===== src/rtl/control_iluminacion.sv =====
// Multi-zone lighting scheduler: latches per-zone motion at night, grants
// lights round-robin under a global power budget and times each lit zone out
// after a retriggerable hold period.
module control_iluminacion #(
  parameter int unsigned NZ     = 4,
  parameter int unsigned HOLD   = 16,
  parameter int unsigned MAX_ON = 2,
  parameter int unsigned TW     = 5
) (
  input  logic          clk,
  input  logic          reset,
  input  logic          startIlu,
  input  logic          tiempo,
  input  logic [NZ-1:0] signD,
  output logic [NZ-1:0] wasTMove,
  output logic [NZ-1:0] bulb,
  output logic [3:0]    on_count
);

  localparam int unsigned PW       = (NZ > 1) ? $clog2(NZ) : 1;
  localparam logic [TW-1:0] HOLD_C = TW'(HOLD);
  localparam logic [3:0] MAX_ON_C  = 4'(MAX_ON);
  localparam logic [PW-1:0] LAST_Z = PW'(NZ - 1);

  typedef enum logic [1:0] {
    IDLE = 2'd0,
    WAIT = 2'd1,
    ON   = 2'd2
  } zone_state_t;

  zone_state_t   state_q [NZ];
  zone_state_t   state_d [NZ];
  logic [TW-1:0] timer_q [NZ];
  logic [TW-1:0] timer_d [NZ];
  logic [PW-1:0] ptr_q, ptr_d;

  logic          grant_vld;
  logic [PW-1:0] grant_idx;

  logic [NZ-1:0] bulb_d;
  logic [NZ-1:0] wtm_d;
  logic [3:0]    cnt_d;

  // Round-robin arbiter: first WAIT zone at or after the pointer, budget permitting.
  always_comb begin
    logic [PW-1:0] cand;
    grant_vld = 1'b0;
    grant_idx = '0;
    cand      = '0;
    if (tiempo && (on_count < MAX_ON_C)) begin
      for (int unsigned k = 0; k < NZ; k++) begin
        cand = PW'((32'(ptr_q) + k) % NZ);
        if (!grant_vld && (state_q[cand] == WAIT)) begin
          grant_vld = 1'b1;
          grant_idx = cand;
        end
      end
    end
  end

  // Per-zone next state, hold timers, pointer update and derived outputs.
  always_comb begin
    ptr_d  = ptr_q;
    bulb_d = '0;
    wtm_d  = '0;
    cnt_d  = '0;
    for (int unsigned i = 0; i < NZ; i++) begin
      state_d[i] = state_q[i];
      timer_d[i] = timer_q[i];
      if (!tiempo) begin
        // Day wins over any motion arriving on the same edge.
        state_d[i] = IDLE;
        timer_d[i] = '0;
      end else begin
        unique case (state_q[i])
          IDLE: begin
            if (startIlu && signD[i]) state_d[i] = WAIT;
          end
          WAIT: begin
            if (grant_vld && (grant_idx == PW'(i))) begin
              state_d[i] = ON;
              timer_d[i] = HOLD_C;
            end
          end
          ON: begin
            // Loading HOLD (not HOLD-1) keeps the bulb lit for HOLD+1 cycles
            // after the last motion, counting the expiry check at zero.
            if (signD[i])                 timer_d[i] = HOLD_C;
            else if (timer_q[i] != '0)    timer_d[i] = timer_q[i] - 1'b1;
            else                          state_d[i] = IDLE;
          end
          default: begin
            state_d[i] = IDLE;
            timer_d[i] = '0;
          end
        endcase
      end
      bulb_d[i] = (state_d[i] == ON);
      wtm_d[i]  = (state_d[i] == WAIT) || (state_d[i] == ON);
      cnt_d     = cnt_d + {3'b000, bulb_d[i]};
    end
    if (grant_vld) ptr_d = (grant_idx == LAST_Z) ? '0 : grant_idx + 1'b1;
  end

  // State, timers, pointer and registered outputs.
  always_ff @(posedge clk) begin
    if (reset) begin
      for (int unsigned i = 0; i < NZ; i++) begin
        state_q[i] <= IDLE;
        timer_q[i] <= '0;
      end
      ptr_q    <= '0;
      bulb     <= '0;
      wasTMove <= '0;
      on_count <= '0;
    end else begin
      for (int unsigned i = 0; i < NZ; i++) begin
        state_q[i] <= state_d[i];
        timer_q[i] <= timer_d[i];
      end
      ptr_q    <= ptr_d;
      bulb     <= bulb_d;
      wasTMove <= wtm_d;
      on_count <= cnt_d;
    end
  end

endmodule


===== config.mk =====
export PLATFORM = sky130hd
export DESIGN_NAME = control_iluminacion
export DESIGN_NICKNAME = d
export VERILOG_FILES = /design/src/rtl/control_iluminacion.sv
export SDC_FILE = /design/constraint.sdc
export NUM_CORES = 1
export LEC_CHECK = 0
export ABC_AREA = 1
export CORE_MARGIN = 2
export CORE_UTILIZATION = 59
export DETAILED_ROUTE_END_ITERATION = 10
export HOLD_SLACK_MARGIN = 0.08
export PLACE_DENSITY = 0.8
export SLEW_MARGIN = 20
export SYNTH_ARGS = -nofsm -noshare
export SYNTH_HDL_FRONTEND = slang
export SYNTH_SLANG_ARGS = --single-unit

===== constraint.sdc =====
create_clock -name clk -period 3.9 [get_ports clk]
set_clock_uncertainty 0.1 [all_clocks]
set_input_delay 0.39 -clock clk [delete_from_list [all_inputs] [get_ports clk]]
set_output_delay 0.39 -clock clk [all_outputs]
set_load 0.05 [all_outputs]

==> results.tsv <==
stage	metric	value	unit
status	run_status	finished clean	
timing	timing.setup.tns	0	ns
critical_path	critical_path_class	register to register	
global_route	grt_util_all_layers	24.4	%
logic_synthesis	synth-edff-count	0	
worst_hold_path	hold_path.class	register to register	
worst_hold_path	hp-start	timer_q[1][4]$_SDFFE_PP0P_	
critical_path	worst_path_most_repeated_cell	nand2_1	
route	detailroute.via_count	2668	
logic_synthesis	cell_count_after_synthesis	425	
timing	fin_worst_hold_slack	0.364	ns
critical_path	worst_setup_sp_type	register	
logic_synthesis	ys_dominant_reg_cell	dfxtp_1	
clock_tree	insertion_delay	0.30	ns
clock_tree	cts_tree	done	
layout	antenna_cells	0	
layout	filler_cell_count	437	
critical_path	path_delay_family	adder cells	
logic_synthesis	synthesis.nets	462	
clock_tree	h_tree_level_count	2	
die	start_util	61.8	%
placed_design	gp_congestion	0.858	
pwr	power_density	353	nW/µm²
die	core_area	4750	µm²
layout	layout_overhead_on_the_synthesized_area	10.8	%
global_route	grt_start_max_net_pins	23	
route	avgViaCountPerCell	5.21	
pwr	static-leakage-power	0.00142	µW
critical_path	reg2reg_slack	0.34	ns
critical_path	crit_required	3.96	ns
route	drc_markers	0	
placed_design	placement.io_buffers	18	
critical_path	critical_path.max_fanout	5	
route	final_antenna_net_count	0	
logic_synthesis	yosys.area.top_type	dfxtp_1	
logic_synthesis	synth.avg_cell_area	6.91	µm²
critical_path	reg2reg_depth	23	
clock_tree	clock-sinks	43	
die	die_x_extent	74.6	µm
clock_tree	cts.hold.buffers_added	0	
die	num_io_pins	20	
placed_design	dpl-instance-area	3170	µm²
die	placement_rows	25	
clock_tree	worst_setup_hold_path_clk_slew	0.08	ns
logic_synthesis	postSynthRegisterBits	43	
layout	layout.cell_area.non_filler	3260	µm²
die	die_h	74.6	µm
global_route	global_route.overflow_total	0	
worst_hold_path	worstHoldEndpoint	timer_q[1][4]$_SDFFE_PP0P_	
timing	tightest_slew	0.851	ns
timing	finalHoldViolCount	0	
layout	num-nets-final	481	
logic_synthesis	fraction_of_the_yosys_area_taken_by_sequential_cells	29.3	%
global_route	grt_first_pass_wirelength	10400	µm
critical_path	number_of_buffer_and_inverter_stages_on_the_critical_path	4	
logic_synthesis	ys_async_sr_fraction	0	%
worst_hold_path	holdPathStages	2	
critical_path	r2r-end	on_count[1]$_SDFF_PP0_	
logic_synthesis	synth_area	2940	µm²
die	floorplan.die_area	5560	µm²
critical_path	crit_path_max_incr_delay	0.48	ns
timing	unrepaired_setup_endpoints_after_global_routing	false	
layout	layout_common_cells	78 x nand2_1, 67 x inv_1, 45 x nor2_1	
pwr	ir_worst_vdd	0.157	mV
placed_design	detailed_place_hpwl	4840	µm
timing	finalMaxSlewViolations	0	
critical_path	reg2reg_from	state_q[1][1]$_SDFF_PP0_	
clock_tree	postCtsSetupRepairBufs	0	
critical_path	path_cells	inv_1, nand2_1, nand2_1, nand3_1, nand2_4, inv_2, nand2_1, nand2_1, nand2_1, nand2_2, nor2_4, inv_1, ha_1, nand2_1, nand2_1, nand3_1, nand2_1, ha_1, fa_1, ha_1, ha_1, inv_1, nor2_1	
logic_synthesis	synth.distinct_cells	36	
clock_tree	cts_root_buf	clkbuf_8	
timing	setup_viol_count_final	0	
logic_synthesis	yosys_warning_count	0	
route	drt_wl_total	6220	µm
layout	layout-drive-gt1-share	9.89	%
clock_tree	ctsResizeCount	0	
timing	min_period	3.56	ns
critical_path	worst_ep_arrival_time	3.62	ns
critical_path	crit_path_top_delay_cell	fa_1	
timing	min_period_over_period	91.3	%
global_route	antenna_found_initial	0	
global_route	grt_pass1_vias	2444	
logic_synthesis	synth_top_area_share	29.3	%
clock_tree	clock_buffer_count_from_cts	5	
run	cap_viol_max_count	0	
timing	worst_slew_margin_rel	43.1	%
critical_path	setup.worst_path.end_class	register	
timing	max_freq	281	MHz
route	drt-wirelength-per-cell	12.1	µm
logic_synthesis	synth.top_cells.by_area	dfxtp_1 29%, ha_1 12%, nand2_1 10%, inv_1 8.6%, nand3_1 6.3%	
route	initialDrtViolationCount	112	
route	number_of_search_and_repair_iterations_in_the_first_detailed_routing_pass	4	
clock_tree	cts.path.max_buffers	2	
layout	most_common_cell_after_layout_fill_and_taps_aside	nand2_1	
power by group:
| group | internal [µW] | leakage, µW | switching (µW) |
|---|---|---|---|
| registers | 464 | 0.000349 | 33.0 |
| clock network | 125 | 0.0000412 | 155 |
| logic | 121 | 0.00103 | 252 |
| total | 710 | 0.00142 | 440 |
layer usage:
layer | up-vias | global-route usage [%] | part of all wire (%)
li1 | 1398 | - | -
met1 | 1226 | 29.7 | 46
met2 | 35 | 43.9 | 50
met3 | 9 | 3.66 | 3.0
met4 | 0 | 7.74 | 1.2
met5 | - | 0 | 0
Yosys cell counts (2+ instances only):
| library cell | count |
|---|---|
| a211oi_1 | 3 |
| a21oi_1 | 21 |
| buf_4 | 2 |
| clkbuf_1 | 4 |
| dfxtp_1 | 43 |
| ha_1 | 28 |
| inv_1 | 67 |
| inv_2 | 5 |
| nand2_1 | 78 |
| nand2_2 | 11 |
| nand2_4 | 2 |
| nand3_1 | 37 |
| nand3_2 | 4 |
| nand3_4 | 2 |
| nand4_1 | 13 |
| nor2_1 | 45 |
| nor2_4 | 3 |
| nor3_1 | 12 |
| nor4_1 | 4 |
| o21ai_0 | 15 |
| o22ai_1 | 2 |
| o31ai_1 | 3 |
| or2_2 | 5 |
| xnor2_1 | 3 |
| xor2_1 | 2 |
final cells by class:
type	instances	area (µm²)	area share [%]
Timing Repair Buffer	19	188	5.76
Sequential cell	43	863	26.5
Multi-Input combinational cell	301	1750	53.8
Inverter	74	283	8.69
Clock inverter	2	12.5	0.384
Clock buffer	6	72.6	2.23
Tap cell	67	83.8	2.57
per-stage QoR:
stage	utilization (%)	std cells	total power [µW]	worst slack [ns]
2_1_floorplan	-	425	803	0.723
3_3_place_gp	66.6	504	866	0.260
3_5_place_dp	66.6	504	872	0.176
4_1_cts	68.4	512	1150	0.279
5_1_grt	68.5	512	1220	0.00663
6_report	68.5	512	1150	0.338
state kept, by name, summed over array words and instances (netlist names), named ones only:
register / count
timer_q: 20
on_count: 3
bulb: 4
state_q: 8
ptr_q: 2
wasTMove: 4
worst max path at each step:
stage	from	to	depth (start not counted)	slack (ns)
detailed placement	tiempo	on_count[1]$_SDFF_PP0_	17	0.18
global placement	tiempo	on_count[1]$_SDFF_PP0_	17	0.26
global route	state_q[2][1]$_SDFF_PP0_	on_count[1]$_SDFF_PP0_	22	0.007
CTS	ptr_q[0]$_SDFFE_PP0N_	on_count[1]$_SDFF_PP0_	24	0.28
floorplan	ptr_q[0]$_SDFFE_PP0N_	on_count[1]$_SDFF_PP0_	24	0.72
finish	state_q[1][1]$_SDFF_PP0_	on_count[1]$_SDFF_PP0_	23	0.34
cell families (layout without fill, tap and decap cells):
family                   count (synthesis)  count (layout)  synth area share [%]
AO/OA/AOI/OAI                           47              47                  9.16
XOR/XNOR                                 5               5                  1.49
adder cells (fa/ha/maj)                 29              29                  12.6
buffers and inverters                   81             101                  11.0
flip-flops                              43              43                  29.3
other                                    1               1                 0.128
AND/OR/NAND/NOR                        219             219                  36.3
tightest hold or removal path, stage by stage (launching register included):
cell,delay (ns)
dfxtp_1,0.31
nand2_1,0.06
a21oi_1,0.05
No activity file was read; power rests on OpenSTA's default activity.
